$ cat src/rtl/load_align_unit.sv
// Multi-cycle load unit. It issues one or two word-aligned memory reads per load,
// then extracts the addressed bytes and sign- or zero-extends them into the result.
module load_align_unit #(
  parameter int XLEN        = 32,
  parameter int ADDR_W      = 32,
  parameter int TAG_W       = 5,
  parameter bit MISALIGN_EN = 1'b1
) (
  input  logic              clk,
  input  logic              rst_n,
  input  logic              req_valid,
  output logic              req_ready,
  input  logic [2:0]        req_type,
  input  logic [ADDR_W-1:0] req_addr,
  input  logic [TAG_W-1:0]  req_tag,
  output logic              mem_req_valid,
  input  logic              mem_req_ready,
  output logic [ADDR_W-1:0] mem_addr,
  input  logic              mem_rsp_valid,
  input  logic [XLEN-1:0]   mem_rdata,
  output logic              rsp_valid,
  input  logic              rsp_ready,
  output logic [XLEN-1:0]   rsp_data,
  output logic [TAG_W-1:0]  rsp_tag,
  output logic              rsp_fault
);
  localparam int NB = XLEN / 8;
  localparam int OB = $clog2(NB);

  typedef enum logic [2:0] {IDLE, REQ0, WAIT0, REQ1, WAIT1, DONE} state_t;

  state_t            state_q, state_d;
  logic [2:0]        type_q, type_d;
  logic [OB-1:0]     off_q, off_d;
  logic [TAG_W-1:0]  tag_q, tag_d;
  logic [XLEN-1:0]   rdata0_q, rdata0_d;
  logic              req_ready_q, req_ready_d;
  logic              mem_req_valid_q, mem_req_valid_d;
  logic [ADDR_W-1:0] mem_addr_q, mem_addr_d;
  logic              rsp_valid_q, rsp_valid_d;
  logic [XLEN-1:0]   rsp_data_q, rsp_data_d;
  logic [TAG_W-1:0]  rsp_tag_q, rsp_tag_d;
  logic              rsp_fault_q, rsp_fault_d;

  function automatic logic [3:0] size_of(input logic [2:0] t);
    case (t)
      3'b000, 3'b011: size_of = 4'd1;
      3'b001, 3'b100: size_of = 4'd2;
      3'b010, 3'b101: size_of = 4'd4;
      default:        size_of = 4'd8;
    endcase
  endfunction

  function automatic logic is_illegal(input logic [2:0] t);
    is_illegal = (t == 3'b111) || ((XLEN == 32) && ((t == 3'b101) || (t == 3'b110)));
  endfunction

  // Size is a power of two, so "addr mod size" is the low address bits under a mask.
  function automatic logic is_misaligned(input logic [2:0] a_lo, input logic [2:0] t);
    logic [3:0] sz;
    logic [2:0] mask;
    sz   = size_of(t);
    mask = sz[2:0] - 3'd1;
    is_misaligned = |(a_lo & mask);
  endfunction

  function automatic logic spans_two(input logic [OB-1:0] off, input logic [2:0] t);
    logic [4:0] last;
    last = 5'(off) + 5'(size_of(t));
    spans_two = last > 5'(NB);
  endfunction

  function automatic logic [XLEN-1:0] extract(input logic [XLEN-1:0] lo,
                                              input logic [XLEN-1:0] hi,
                                              input logic [OB-1:0]   off,
                                              input logic [2:0]      t);
    logic [2*XLEN-1:0] win;
    logic signed [7:0]  b_s;
    logic signed [15:0] h_s;
    logic signed [31:0] w_s;
    win = {hi, lo} >> {off, 3'b000};
    b_s = win[7:0];
    h_s = win[15:0];
    w_s = win[31:0];
    case (t)
      3'b000:  extract = XLEN'(b_s);
      3'b001:  extract = XLEN'(h_s);
      3'b010:  extract = XLEN'(w_s);
      3'b011:  extract = XLEN'(win[7:0]);
      3'b100:  extract = XLEN'(win[15:0]);
      3'b101:  extract = XLEN'(win[31:0]);
      default: extract = win[XLEN-1:0];
    endcase
  endfunction

  always_comb begin
    state_d         = state_q;
    type_d          = type_q;
    off_d           = off_q;
    tag_d           = tag_q;
    rdata0_d        = rdata0_q;
    mem_req_valid_d = mem_req_valid_q;
    mem_addr_d      = mem_addr_q;
    rsp_valid_d     = rsp_valid_q;
    rsp_data_d      = rsp_data_q;
    rsp_tag_d       = rsp_tag_q;
    rsp_fault_d     = rsp_fault_q;
    case (state_q)
      IDLE: begin
        if (req_valid) begin
          type_d   = req_type;
          off_d    = req_addr[OB-1:0];
          tag_d    = req_tag;
          rdata0_d = '0;
          if (is_illegal(req_type) ||
              (!MISALIGN_EN && is_misaligned(req_addr[2:0], req_type))) begin
            state_d     = DONE;
            rsp_valid_d = 1'b1;
            rsp_data_d  = '0;
            rsp_tag_d   = req_tag;
            rsp_fault_d = 1'b1;
          end else begin
            state_d         = REQ0;
            mem_req_valid_d = 1'b1;
            mem_addr_d      = {req_addr[ADDR_W-1:OB], {OB{1'b0}}};
          end
        end
      end
      REQ0, REQ1: begin
        if (mem_req_ready) begin
          mem_req_valid_d = 1'b0;
          state_d         = (state_q == REQ0) ? WAIT0 : WAIT1;
        end
      end
      WAIT0: begin
        if (mem_rsp_valid) begin
          rdata0_d = mem_rdata;
          if (spans_two(off_q, type_q)) begin
            state_d         = REQ1;
            mem_req_valid_d = 1'b1;
            mem_addr_d      = mem_addr_q + ADDR_W'(NB);
          end else begin
            state_d     = DONE;
            rsp_valid_d = 1'b1;
            rsp_data_d  = extract(mem_rdata, '0, off_q, type_q);
            rsp_tag_d   = tag_q;
            rsp_fault_d = 1'b0;
          end
        end
      end
      WAIT1: begin
        if (mem_rsp_valid) begin
          state_d     = DONE;
          rsp_valid_d = 1'b1;
          rsp_data_d  = extract(rdata0_q, mem_rdata, off_q, type_q);
          rsp_tag_d   = tag_q;
          rsp_fault_d = 1'b0;
        end
      end
      DONE: begin
        if (rsp_ready) begin
          rsp_valid_d = 1'b0;
          state_d     = IDLE;
        end
      end
      default: state_d = IDLE;
    endcase
    req_ready_d = (state_d == IDLE);
  end

  always_ff @(posedge clk or negedge rst_n) begin
    if (!rst_n) begin
      state_q         <= IDLE;
      type_q          <= '0;
      off_q           <= '0;
      tag_q           <= '0;
      rdata0_q        <= '0;
      req_ready_q     <= 1'b1;
      mem_req_valid_q <= 1'b0;
      mem_addr_q      <= '0;
      rsp_valid_q     <= 1'b0;
      rsp_data_q      <= '0;
      rsp_tag_q       <= '0;
      rsp_fault_q     <= 1'b0;
    end else begin
      state_q         <= state_d;
      type_q          <= type_d;
      off_q           <= off_d;
      tag_q           <= tag_d;
      rdata0_q        <= rdata0_d;
      req_ready_q     <= req_ready_d;
      mem_req_valid_q <= mem_req_valid_d;
      mem_addr_q      <= mem_addr_d;
      rsp_valid_q     <= rsp_valid_d;
      rsp_data_q      <= rsp_data_d;
      rsp_tag_q       <= rsp_tag_d;
      rsp_fault_q     <= rsp_fault_d;
    end
  end

  assign req_ready     = req_ready_q;
  assign mem_req_valid = mem_req_valid_q;
  assign mem_addr      = mem_addr_q;
  assign rsp_valid     = rsp_valid_q;
  assign rsp_data      = rsp_data_q;
  assign rsp_tag       = rsp_tag_q;
  assign rsp_fault     = rsp_fault_q;

endmodule

$ cat config.mk
export PLATFORM = sky130hd
export DESIGN_NAME = load_align_unit
export DESIGN_NICKNAME = d
export VERILOG_FILES = /design/src/rtl/load_align_unit.sv
export SDC_FILE = /design/constraint.sdc
export NUM_CORES = 1
export LEC_CHECK = 0
export ABC_AREA = 1
export CAP_MARGIN = 20
export CORE_ASPECT_RATIO = 0.7
export CORE_UTILIZATION = 57
export CTS_BUF_LIST = sky130_fd_sc_hd__clkbuf_16
export DETAILED_ROUTE_END_ITERATION = 8
export HOLD_SLACK_MARGIN = 0.12
export PLACE_DENSITY_LB_ADDON = 0.08
export SETUP_SLACK_MARGIN = 0.3
export SYNTH_ARGS = -nofsm -noshare
export SYNTH_HDL_FRONTEND = slang
export SYNTH_SLANG_ARGS = --single-unit
export TNS_END_PERCENT = 20
$ cat constraint.sdc
create_clock -name clk -period 4.3 [get_ports clk]
set_input_delay 0.86 -clock clk [delete_from_list [all_inputs] [get_ports clk]]
set_output_delay 0.86 -clock clk [all_outputs]
set_load 0.005 [all_outputs]
==> out/qor.yml <==
timing:
  slew_violations: 0
  tightestPinTransition_ns: 0.8681
  period_needed_ns: 3.129
  final.setup.tns_ns: 0
  slew_headroom: 0.4213
  fmax_ghz: 0.3195
  skew_ns: 0.01421
  grt_setup_unrepaired: "no"
  hold_violations: 0
  setup_viol: 0
  post-route-period-util: 0.7278
yosys:
  synth_area_sq_mm: 0.007950
  synthCells: 1273
  yosysUniqueCellTypes: 36
  yosysSeqAreaShare: 0.3653
  ys.flop_type: "dfrtp_1"
  avgSynthCellArea_sq_um: 6.245
  ys_seq_elements: 116
  yosysWarnings: 0
  synth_edf_count: 0
  async_flop_share: 1.000
worst_setup_path:
  r2r_setup_slack_ns: 1.17
  worst-path-max-fanout: 41
  critPathSlowestCell: "nand2_2"
  critPathCapture: "rsp_tag[4]$_DFFE_PN0P_"
  reg2reg_depth: 14
  cpMostUsedCell: "nand2_2"
  critPathKind: "flop to flop"
  timing.critical_path.cells: "inv_2 -> nand2_1 -> nand3_1 -> buf_4 -> inv_1 -> ha_1 -> fa_1 -> or2_2 -> nand3_1 -> nand2_2 -> nand2_2 -> nand2_2 -> nand2_1 -> o21ai_1"
  start_kind: "flop"
  endpoint_kind: "flop"
  crit_start: "type_q[0]$_DFFE_PN0P_"
  r2r_end: "rsp_tag[4]$_DFFE_PN0P_"
  path_depth: 14
  cp_data_arrival_time_ns: 3.40
  reg2reg_from: "type_q[0]$_DFFE_PN0P_"
  path_delay_family: "simple AND/OR/NAND/NOR gates"
  crit_path_max_incr_delay_ns: 0.48
  path_buf_inv: 3
  worstPathRequired_ns: 4.57
grt:
  grt-ovfl-total: 0
  first_global_vias: 7891
  grt_usage: 0.3613
  grt_start_max_net_pins: 88
  antenna_found_initial: 0
  grt_pass1_wl_um: 40190
drt:
  ant_nets: 0
  viasPerCell: 5.666
  drt_iter0_markers: 962
  vias: 8980
  drc_errors: 0
  wl_per_cell_um: 15.85
  drt_first_pass_iters: 5
  drt_wl_total_um: 25130
placed_design:
  port_buffers: 148
  dp_hpwl_um: 17430
  place_area_sq_mm: 0.009418
  place.gp.congestion: 0.9862
clocking:
  cts_hold_buf: 0
  cts_buffers: 17
  clkSinkCount: 116
  cts-root-buf: "clkbuf_16"
  clk_latency_ns: 0.42
  cts_setup_buffers: 0
  htreeDepth: 4
  cts_resized: 0
  cts_tree: "built"
  clock_path_buffers: 2
  clk_pin_slew_worst_paths_ns: 0.05
floorplan:
  row_count: 35
  core_area_sq_mm: 0.01340
  die_h_um: 100.8
  chipWidth_um: 143.2
  die_area_sq_mm: 0.01443
  io_pins: 151
  initial_utilization: 0.5933
power:
  peakVddDrop_uv: 407.2
  p_switching_mw: 3.524
  p_seq_frac: 0.278
  p_leak_nw: 4.941
  power.density_mw_per_mm2: 743.1
  combPwrFrac: 0.548
  power_frac_clock: 0.175
  internal_power_mw: 3.867
  switching_share: 0.4768
status:
  status: "finished, final reports clean"
min_path:
  hold_depth: 2
  hp-class: "flop to flop"
finish:
  layout_common_cells: "610 x nand2_1, 147 x clkdlybuf4s50_1, 115 x nand3_1"
  utilization: 0.7422
  drive_gt1_frac: 0.05286
  syn_to_final_growth_pct: 25.10
  layout_commonest_cell: "nand2_1"
  num_antenna_cells: 0
  nets: 1469
  fin_area_sq_mm: 0.009946
job:
  drv_cap: 0
per-layer routing:
metal  wire [um]  track usage
met2       10610       0.5332
met3        2869      0.07696
met4         483       0.1067
met1       11160       0.5305
met5           0            0
kinds of logic (layout without fill, tap and decap cells):
group,Yosys count,after routing,share of synthesized area
buf+inv,148,274,0.08341
xor+xnor,3,3,0.003306
flops,116,116,0.3653
fa+ha+maj,4,4,0.007240
simple gates,848,848,0.4312
other cells,1,2,0.0004717
compound gates,151,151,0.1065
mux,2,2,0.002518
stage by stage:
stage / power [mW] / hold WS (ns) / cells / setup WS (ns)
after floorplan: 4.640 / 0.4422 / 1274 / 1.661
after global placement: 5.894 / 0.4569 / 1553 / 1.244
after detailed placement: 5.993 / 0.4621 / 1553 / 1.160
after CTS: 7.305 / 0.4759 / 1585 / 1.179
after global routing: 7.946 / 0.4989 / 1585 / 0.9581
final: 7.390 / 0.4749 / 1585 / 1.171
synthesized netlist by cell type (2+ instances only):
| library cell | instances | area (sq um) |
|---|---|---|
| buf_2 | 25 | 125.1 |
| ha_1 | 3 | 37.54 |
| nor2_1 | 94 | 352.8 |
| inv_1 | 72 | 270.3 |
| nand2_1 | 610 | 2290 |
| a21oi_1 | 19 | 95.09 |
| buf_1 | 5 | 18.77 |
| mux2i_1 | 2 | 20.02 |
| dfrtp_1 | 115 | 2878 |
| nor2_2 | 2 | 12.51 |
| o211ai_1 | 21 | 157.7 |
| or2_2 | 6 | 37.54 |
| o22ai_1 | 7 | 43.79 |
| nand3_1 | 115 | 575.6 |
| nand2_2 | 5 | 31.28 |
| o21bai_1 | 3 | 22.52 |
| clkbuf_1 | 22 | 82.58 |
| buf_4 | 10 | 75.07 |
| inv_2 | 8 | 30.03 |
| buf_6 | 5 | 56.30 |
| xor2_1 | 2 | 17.52 |
| nand3_2 | 8 | 80.08 |
| nand4_1 | 7 | 43.79 |
| o21ai_0 | 93 | 465.5 |
| o21ai_1 | 3 | 15.01 |
flip-flops by register name, summed over array words and instances (netlist names), 2 cells and up:
name,flops
mem_addr,30
type_q,3
rsp_tag,5
tag_q,5
state_q,3
rdata0_q,32
off_q,2
rsp_data,32
power groups by stage:
stage	logic, mW	registers, mW	clock network [mW]
floorplan	2.68	1.96	0
global placement	3.86	2.03	0
detailed placement	3.95	2.04	0
CTS	3.98	2.03	1.29
global route	4.50	2.11	1.34
finish	4.05	2.05	1.29
tightest hold or removal path, cell delays in order (launching register included):
cell	delay [ns]
dfrtp_1	0.34
nand2_1	0.05
nand2_1	0.05
worst min-delay path by stage:
| stage | to | start |
|---|---|---|
| 2_1_floorplan | rdata0_q[7]$_DFFE_PN0P_ | rdata0_q[7]$_DFFE_PN0P_ |
| 3_3_place_gp | rsp_valid$_DFFE_PN0P_ | rsp_valid$_DFFE_PN0P_ |
| 3_5_place_dp | rdata0_q[7]$_DFFE_PN0P_ | rdata0_q[7]$_DFFE_PN0P_ |
| 4_1_cts | rdata0_q[7]$_DFFE_PN0P_ | rdata0_q[7]$_DFFE_PN0P_ |
| 5_1_grt | rsp_data[12]$_DFFE_PN0P_ | rsp_data[12]$_DFFE_PN0P_ |
| 6_report | rdata0_q[7]$_DFFE_PN0P_ | rdata0_q[7]$_DFFE_PN0P_ |
cell type report:
| cell class | instances | area (sq um) |
|---|---|---|
| inverters | 81 | 305.3 |
| flip-flops and latches | 116 | 2905 |
| multi-input cells | 1010 | 4387 |
| fillers | 1169 | 3455 |
| repair buffers | 161 | 1589 |
| clock inverters | 15 | 102.6 |
| well taps | 185 | 231.5 |
| clock buffers | 17 | 425.4 |
Note: power is estimated with default switching activity, not from simulation.
